$ cat config.mk
export PLATFORM = sky130hd
export DESIGN_NAME = seq_chunk_adder
export DESIGN_NICKNAME = d
export VERILOG_FILES = /design/src/rtl/seq_chunk_adder_pkg.sv /design/src/rtl/seq_chunk_adder_slice.sv /design/src/rtl/seq_chunk_adder.sv
export SDC_FILE = /design/constraint.sdc
export NUM_CORES = 1
export LEC_CHECK = 0
export CAP_MARGIN = 20
export CORE_UTILIZATION = 46
export DETAILED_ROUTE_END_ITERATION = 12
export PLACE_DENSITY = 0.73
export SETUP_SLACK_MARGIN = 0.02
export SLEW_MARGIN = 20
export SYNTH_ARGS = -nofsm -noshare
export SYNTH_HDL_FRONTEND = slang
export SYNTH_HIERARCHICAL = 1
export SYNTH_SLANG_ARGS = --single-unit
$ cat constraint.sdc
create_clock -name clk -period 4 [get_ports clk]
set_clock_uncertainty 0.2 [all_clocks]
set_input_delay 0.6 -clock clk [delete_from_list [all_inputs] [get_ports clk]]
set_output_delay 0.6 -clock clk [all_outputs]
set_load 0.02 [all_outputs]
$ cat src/rtl/seq_chunk_adder_pkg.sv
// Shared definitions for the chunked sequential adder: FSM encoding and size helpers.
package seq_chunk_adder_pkg;

    typedef enum logic [1:0] {
        IDLE = 2'd0,
        RUN  = 2'd1,
        DONE = 2'd2
    } state_t;

    // Guarded so an illegal CHUNK reaches the elaboration check instead of dividing by zero.
    function automatic int nchunk(input int width, input int chunk);
        return (chunk < 1) ? 1 : width / chunk;
    endfunction

    function automatic int idx_width(input int n);
        return (n <= 1) ? 1 : $clog2(n);
    endfunction

endpackage

$ cat src/rtl/seq_chunk_adder_slice.sv
// Combinational CHUNK-bit ripple slice built from full adders, themselves built from half adders.
// c_msb is the carry into the top bit, needed by the parent for signed overflow.
module half_adder (
    input  logic a,
    input  logic b,
    output logic s,
    output logic c
);
    assign s = a ^ b;
    assign c = a & b;
endmodule

module full_adder (
    input  logic a,
    input  logic b,
    input  logic cin,
    output logic s,
    output logic cout
);
    logic s1;
    logic c1;
    logic c2;

    half_adder u_ha0 (.a(a),  .b(b),   .s(s1), .c(c1));
    half_adder u_ha1 (.a(s1), .b(cin), .s(s),  .c(c2));

    assign cout = c1 | c2;
endmodule

module ripple_slice #(
    parameter int CHUNK = 4
) (
    input  logic [CHUNK-1:0] a,
    input  logic [CHUNK-1:0] b,
    input  logic             cin,
    output logic [CHUNK-1:0] s,
    output logic             cout,
    output logic             c_msb
);
    logic [CHUNK:0] carry;

    assign carry[0] = cin;

    for (genvar i = 0; i < CHUNK; i++) begin : g_fa
        full_adder u_fa (
            .a    (a[i]),
            .b    (b[i]),
            .cin  (carry[i]),
            .s    (s[i]),
            .cout (carry[i+1])
        );
    end

    assign cout  = carry[CHUNK];
    assign c_msb = carry[CHUNK-1];
endmodule

$ cat src/rtl/seq_chunk_adder.sv
// Multi-cycle add/subtract of two WIDTH-bit operands, CHUNK bits per clock through one shared slice.
// Result valid WIDTH/CHUNK clocks after acceptance; no overlap, in_ready low until the result is taken.
module seq_chunk_adder
    import seq_chunk_adder_pkg::*;
#(
    parameter int WIDTH = 16,
    parameter int CHUNK = 4
) (
    input  logic             clk,
    input  logic             rst_n,
    input  logic             in_valid,
    output logic             in_ready,
    input  logic [WIDTH-1:0] a,
    input  logic [WIDTH-1:0] b,
    input  logic             cin,
    input  logic             sub,
    output logic             out_valid,
    input  logic             out_ready,
    output logic [WIDTH:0]   sum,
    output logic             ovf
);
    localparam int NCHUNK = nchunk(WIDTH, CHUNK);
    localparam int IW     = idx_width(NCHUNK);

    if ((CHUNK < 1) ? 1'b1 : ((WIDTH % CHUNK) != 0)) begin : g_bad_params
        $fatal(1, "seq_chunk_adder: WIDTH must be a positive multiple of CHUNK");
    end

    state_t           state;
    logic [WIDTH-1:0] a_r;
    logic [WIDTH-1:0] b_r;
    logic             carry_r;
    logic [IW-1:0]    idx;

    logic [CHUNK-1:0] slice_a;
    logic [CHUNK-1:0] slice_b;
    logic [CHUNK-1:0] slice_s;
    logic             slice_cout;
    logic             slice_cmsb;
    logic             last_chunk;

    assign slice_a    = a_r[int'(idx)*CHUNK +: CHUNK];
    assign slice_b    = b_r[int'(idx)*CHUNK +: CHUNK];
    assign last_chunk = (idx == IW'(NCHUNK - 1));

    ripple_slice #(.CHUNK(CHUNK)) u_slice (
        .a     (slice_a),
        .b     (slice_b),
        .cin   (carry_r),
        .s     (slice_s),
        .cout  (slice_cout),
        .c_msb (slice_cmsb)
    );

    // Subtraction is a + ~b + 1, so borrow-in folds into the initial carry as cin ^ sub.
    always_ff @(posedge clk or negedge rst_n) begin
        if (!rst_n) begin
            state     <= IDLE;
            in_ready  <= 1'b0;
            out_valid <= 1'b0;
            sum       <= '0;
            ovf       <= 1'b0;
            a_r       <= '0;
            b_r       <= '0;
            carry_r   <= 1'b0;
            idx       <= '0;
        end else begin
            case (state)
                IDLE: begin
                    in_ready <= 1'b1;
                    if (in_valid && in_ready) begin
                        a_r      <= a;
                        b_r      <= sub ? ~b : b;
                        carry_r  <= cin ^ sub;
                        idx      <= '0;
                        in_ready <= 1'b0;
                        state    <= RUN;
                    end
                end
                RUN: begin
                    sum[int'(idx)*CHUNK +: CHUNK] <= slice_s;
                    carry_r                       <= slice_cout;
                    if (last_chunk) begin
                        sum[WIDTH] <= slice_cout;
                        ovf        <= slice_cout ^ slice_cmsb;
                        out_valid  <= 1'b1;
                        idx        <= '0;
                        state      <= DONE;
                    end else begin
                        idx <= idx + 1'b1;
                    end
                end
                DONE: begin
                    if (out_ready) begin
                        out_valid <= 1'b0;
                        in_ready  <= 1'b1;
                        state     <= IDLE;
                    end
                end
                default: begin
                    in_ready  <= 1'b0;
                    out_valid <= 1'b0;
                    state     <= IDLE;
                end
            endcase
        end
    end

endmodule

==> summary.txt, run 1 <==
Status
  • Status: finished, final reports clean

Finish
  • Area Growth Syn to Fin: 28.5%
  • Ratio of cells with drive above 1 in the final layout: 19.2%
  • Multi-input gate area: between 0.001 and 0.0015 mm^2
  • # nets final: 329
  • Ant diodes: 0
  • Register Area: about 0.0014 mm^2
  • Fill count: 499

Global routing
  • Total GRT Usage: 19.6%
  • Vias in the first global route: about 1900
  • Total global routing overflow: 0
  • Pin count of the biggest net entering global routing: 54
  • Initial antenna violation count: 0
  • First-pass GRT wire length: just over 9000 um

Timing
  • Max-slew headroom: around 44%
  • Fin. Hold Viols: 0
  • RSZ-0062 raised after global routing: no
  • Final period util: 93.0%
  • Tmin final: 3.72 ns
  • Slew Limit Fails: 0
  • Worst Max-Slew Pin Slew: about 0.83 ns
  • Setup TNS Final: 0 ns
  • FMAX: between 0.2 and 0.3 GHz
  • Final setup viols: 0
  • Hold WS: between 0.15 and 0.2 ns

Setup path
  • CP dominant cell by count: ha_1
  • CP Capture Type: register
  • Worst path cell trace: mux4_2 > ha_1 > ha_1 > or2_1 > ha_1 > or2_1 > ha_1 > or2_1 > ha_1 > or2_1 > xor2_1 > mux2_2
  • CP peak stage delay: about 0.53 ns
  • R2R depth: 12
  • Kind of critical path: reg2reg
  • WP data required: 4.02 ns
  • CP Launch Point: idx[0]
  • Slowest stage cell, crit path: mux4_2
  • Reg-to-reg startpoint: idx[0]
  • Crit Path Max Fanout: 6
  • Startpoint types: register
  • WP data arrival: between 3 and 4 ns

Yosys
  • Post-Synth Adder-Cell Area: between 6 and 7%
  • Post-synth top cells: dfrtp_1 (57), a21oi_1 (20), nor2_1 (19), a22o_1 (17), mux2_2 (17)
  • Post-synthesis sequential area ratio: roughly 51%
  • Synth Warn #: 6
  • Synth Register Bits: 57
  • Mapped cell area: about 0.0028 mm^2
  • Netlist cell types: 33
  • Avg Cell Area, Syn: 13.2 um^2
  • Area share of xor/xnor cells in the synthesized design: under 10%
  • Synth Area in Simple Gates: 10.5%
  • Area fraction in compound gates after synthesis: 10.5%
  • Most common cell in the netlist: dfrtp_1
  • Largest family of logic cells by synthesized area: multiplexers
  • Ys async rst share: 100%
  • Largest cells by area after synthesis: dfrtp_1 (51%), mux2_2 (6.8%), ha_1 (6.6%), mux4_2 (6.4%), a22o_1 (5.3%)
  • Mapped Nets: 267
  • Mux cell area share after synthesis: between 10% and 20%
  • Mapped Cells: about 210
  • Top cell type's share of synthesized area: ~50%
  • Yosys top cell by area: dfrtp_1
  • Post-synth EDFFs: 0
  • Main synth FF type: dfrtp_1

Drt
  • DR WL/cell: about 15 um
  • Antenna-violating nets left: 0
  • DRT iter0 DRCs: 84
  • Drt pass-1 iters: 4
  • Number of vias per cell: around 5.3
  • Residual DRC: 0
  • Detailed-route via count: 1882
  • WL final: roughly 5400 um

Floorplanning
  • Core Footprint: 0.00592 mm^2
  • Die H: 80.4 um
  • Die Footprint: around 0.0065 mm^2
  • IO Count: 58
  • Initial core utilization: a little under half
  • Floorplan row count: 28
  • Chip width: ~80 um

Clock network
  • Max clock buf depth: 2
  • Num CTS Buffers: 9
  • Clk_lat worst skew: approximately 0.33 ns
  • CTS sink count: 57
  • CTS tree: built
  • Hold-fix buffers, CTS: 0
  • # H-tree levels: 3
  • Post-CTS Resized: 0
  • Clock transition at path regs: about 0.060 ns
  • CTS Root Cell: clkbuf_8
  • Postcts setup bufs: 0

Place
  • Port Buffer Count: 57
  • Routability cong.: about 0.75
  • Post-DP HPWL: 3980 um

Power and ir drop
  • P_leak: around 0.0015 uW
  • Worst VDD drop: around 530 uV
  • Pwr Density: 891 mW/mm^2

Flow run
  • Max-cap violations: 0

Hold path
  • HP Class: in2async
worst max-delay path, delay by kind of cell (launching register included):
family | cells | cell delay [ns]
and+or+nand+nor | 4 | 0.97
muxes | 2 | 0.78
adders and majority gates | 5 | 1.02
DFF | 1 | 0.46
xor gates and xnor gates | 1 | 0.17
stage by stage:
| stage | std cells | util (%) | instance area [um^2] | power [uW] | setup WS [ns] |
|---|---|---|---|---|---|
| 3_5_place_dp | 340 | 58.3 | 3450 | 2770 | 0.174 |
| 6_report | 356 | 61.3 | 3630 | 3230 | 0.278 |
| 5_1_grt | 356 | 61.3 | 3630 | 3480 | 0.122 |
| 3_3_place_gp | 340 | 58.3 | 3450 | 2720 | 0.251 |
| 4_1_cts | 356 | 61.3 | 3630 | 3250 | 0.168 |
| 2_1_floorplan | 214 | - | 2820 | 2200 | 0.0909 |
layout make-up:
cell class | count | share of cell area (%)
Timing Repair Buffer | 62 | 16.6
Clock buffer | 13 | 4.38
Multi-Input combinational cell | 144 | 36.5
Clock inverter | 3 | 0.414
Inverter | 2 | 0.207
Sequential cell | 57 | 39.3
Tap cell | 75 | 2.59
sequential cells by signal, summed over array words and instances, names as in the netlist:
name	flops
idx	2
in_ready	1
ovf	1
carry_r	1
out_valid	1
a_r	16
b_r	16
sum	17
state	2
logic make-up after synthesis:
kind of cell    count (synthesis)
compound gates                 44
mux                            25
flops                          57
fa+ha+maj                      15
simple gates                   42
buf+inv                        13
xor+xnor                       18
power by group:
group	switching [uW]	internal [uW]	leakage, uW
Sequential	198	851	0.000690
Clock	216	255	0.0000932
Combinational	883	831	0.000750
worst paths after layout:
kind / end / slack (ns)
setup / recovery: ovf / 0.28
hold / removal: sum[2] / 0.16
setup reg to reg: ovf / 0.28
hold reg to reg: sum[15] / 0.30
max in group asynchronous: sum[4] / 2.65
min in group clk: sum[15] / 0.30
placed cells by master (no fill, tap or decap), drive strengths merged, types with 2 or more instances in the layout:
cell type / synthesis / final
ha: 15 / 15
nand3b: 5 / 5
mux2: 17 / 17
a22o: 17 / 17
a21oi: 20 / 20
nor2: 19 / 19
clkinv: 0 / 3
nand2: 3 / 3
a21o: 2 / 2
clkbuf: 1 / 13
inv: 2 / 2
or2: 4 / 4
o21ai: 2 / 2
buf: 10 / 6
dfrtp: 57 / 57
nor4b: 4 / 4
clkdlybuf4s50: 0 / 56
xor2: 2 / 2
xnor2: 16 / 16
nand2b: 3 / 3
mux4: 8 / 8
layer usage:
| layer | track usage [%] | share of wire (%) | up-vias | wire length (um) |
|---|---|---|---|---|
| met5 | 0 | 0 | - | 0 |
| li1 | - | - | 897 | - |
| met1 | 25.3 | 46 | 925 | 2470 |
| met2 | 31.2 | 49 | 50 | 2630 |
| met3 | 6.25 | 4.2 | 10 | 228 |
| met4 | 6.43 | 1.3 | 0 | 72 |
No activity file was read; power rests on OpenSTA's default activity.
==> run 2, diff against run 1 <==
- CORE_MARGIN: default -> 1.5
- CORE_UTILIZATION: 46 -> 50
- PLACE_DENSITY: 0.73 -> 0.75
- clock period: 4 -> 4.8 ns (I/O delays scaled with it)
==> summary.txt, run 2 (synthesis gave the netlist of run 1 again) <==
Status
  • Status: finished, final reports clean

Clock network
  • CTS sink count: 57 (unchanged)
  • Num CTS Buffers: 9 (unchanged)
  • Clock transition at path regs: 0.06 ns (about the same)
  • CTS Root Cell: clkbuf_8
  • # H-tree levels: 3 (unchanged)
  • Hold-fix buffers, CTS: 0 (unchanged)
  • Post-CTS Resized: 0 (unchanged)
  • Postcts setup bufs: 0 (unchanged)
  • Max clock buf depth: 2 (unchanged)
  • Clk_lat worst skew: 0.34 ns (about the same)
  • CTS tree: built

Setup path
  • R2R depth: 12 (unchanged)
  • Worst path cell trace: mux4_2 > ha_1 > ha_1 > or2_1 > ha_1 > or2_1 > ha_1 > or2_1 > ha_1 > or2_1 > xor2_1 > mux2_2
  • WP data arrival: 3.86 ns (+0.12 ns)
  • CP peak stage delay: 0.57 ns (+0.04 ns)
  • Kind of critical path: reg2reg
  • Reg-to-reg startpoint: idx[0]
  • Slowest stage cell, crit path: dfrtp_1
  • CP dominant cell by count: ha_1
  • Crit Path Max Fanout: 7 (+1)
  • R2r setup slk: 0.96 ns (+0.68 ns)
  • Startpoint types: register
  • WP data required: 4.82 ns (+0.80 ns)
  • CP Capture Type: register
  • Reg2reg end: ovf

Finish
  • Largest regs: sum (17), a_r (16), b_r (16)
  • Area Growth Syn to Fin: 29.0%
  • Ratio of cells with drive above 1 in the final layout: 18.3% (-0.94 points)
  • Max reg flops: 17 (unchanged)
  • Most flops, register: sum
  • Commonest non-fill, non-tap cell in the layout: dfrtp_1
  • Ant diodes: 0 (unchanged)
  • Commonest non-fill, non-tap cells in the layout: dfrtp_1 (57), clkdlybuf4s50_1 (56), a21oi_1 (20), nor2_1 (19)
  • # nets final: 327 (-0.61%)

Global routing
  • Met3 usage: 4.65% (-1.6 points)
  • Total global routing overflow: 0 (unchanged)
  • Pin count of the biggest net entering global routing: 58 (+7.4%)
  • Vias in the first global route: 1830 (-3.8%)
  • Initial antenna violation count: 0 (unchanged)
  • First-pass GRT wire length: 9130 um (-1.1%)
  • GRT busiest layer: met2
  • Total GRT Usage: 19.9% (+0.25 points)
  • Met2 usage: 28.9% (-2.3 points)
  • Grt met1 use: 26.9% (+1.6 points)

Hold path
  • Worst Min Path Start: sum[3]
  • HP Class: reg2reg
  • Worst hold path cell count: 1
  • Min-Delay Endpoint: sum[3]

Drt
  • Drt pass-1 iters: 4 (unchanged)
  • DR WL/cell: 14.9 um (-1.8%)
  • Number of vias per cell: 5.37 (+1.6%)
  • Antenna-violating nets left: 0 (unchanged)
  • WL final: 5240 um (-3.2%)
  • DRT iter0 DRCs: 76 (-9.5%)
  • Detailed-route via count: 1886 (+0.21%)
  • Residual DRC: 0 (unchanged)

Timing
  • Fin. Hold Viols: 0 (unchanged)
  • Setup slack after layout: 0.958 ns (+0.680 ns)
  • Worst Max-Slew Pin Slew: 0.878 ns (+0.0436 ns)
  • Slew Limit Fails: 0 (unchanged)
  • RSZ-0062 raised after global routing: no
  • Tmin final: 3.84 ns (+0.120 ns)
  • Final period util: 80.0% (-13 points)
  • Setup TNS Final: 0 ns (unchanged)
  • Max-slew headroom: 41.3% (-3.1 points)
  • Final setup viols: 0 (unchanged)
  • FMAX: 0.260 GHz (-3.1%)

Place
  • Pre-CTS setup slack: 0.935 ns (+0.761 ns)
  • Routability cong.: 0.757 (+0.97%)
  • Port Buffer Count: 57 (unchanged)
  • Post-DP HPWL: 3700 um (-7.2%)

Floorplanning
  • Chip width: 78.2 um (-2.7%)
  • Core Footprint: 0.00547 mm^2 (-7.6%)
  • Initial core utilization: 51.6% (+3.9 points)
  • IO Count: 58 (unchanged)
  • Die H: 78.2 um (-2.7%)
  • Die Footprint: 0.00611 mm^2 (-5.4%)
  • Floorplan row count: 27 (-3.6%)

Power and ir drop
  • Pwr Density: 755 mW/mm^2 (-15%)
  • Worst VDD drop: 435 uV (-18%)
  • P_leak: 0.00154 uW (+0.31%)

Flow run
  • Max-cap violations: 0 (unchanged)
run 2: cell count changes in the layout (fill, tap and decap cells not counted):
cell / change
clkbuf_8: +1
dfrtp_2: -1
bufinv_16: +1
buf_4: -2
clkinv_2: -2
dfrtp_1: +1
run 2: routing by layer:
layer / vias up / part of all wire (%)
met1: 920 / 44
met5: - / 0
met2: 54 / 48
met4: 0 / 3.4
li1: 895 / -
met3: 17 / 4.3
run 2: cell type report:
cell class,instances,area (um^2)
Inverter,2,7.51
Timing Repair Buffer,60,588
Sequential cell,57,1430
Fill cell,420,1830
Clock inverter,2,35.0
Tap cell,72,90.1
Clock buffer,14,173
Multi-Input combinational cell,144,1320
run 2: per-stage QoR:
stage	total power, uW	utilization (%)	std cells	instance area [um^2]	hold WS (ns)
2_1_floorplan	1840	-	214	2820	0.224
3_3_place_gp	2270	62.8	335	3440	0.290
3_5_place_dp	2300	62.8	335	3440	0.295
4_1_cts	2790	66.6	351	3640	0.309
5_1_grt	2970	66.6	351	3640	0.328
6_report	2750	66.6	351	3640	0.302
run 2: power by group:
group	internal (uW)	total (uW)	switching [uW]
logic	686	1400	716
registers	707	883	176
clock network	282	466	185
run 2: worst max path at each step:
| stage | from | slack [ns] | to |
|---|---|---|---|
| floorplan | idx[0] | 0.89 | ovf |
| finish | idx[0] | 0.96 | ovf |
| global route | idx[0] | 0.76 | ovf |
| detailed placement | idx[0] | 0.93 | ovf |
| global placement | idx[0] | 1.0 | ovf |
| CTS | idx[0] | 0.92 | ovf |
run 2: critical path, delay by kind of cell (launching register included):
| kind | cells | cell delay, ns |
|---|---|---|
| adder cells (fa/ha/maj) | 5 | 1.02 |
| AND/OR/NAND/NOR | 4 | 0.96 |
| multiplexers | 2 | 0.81 |
| flip-flops | 1 | 0.57 |
| XOR/XNOR | 1 | 0.17 |
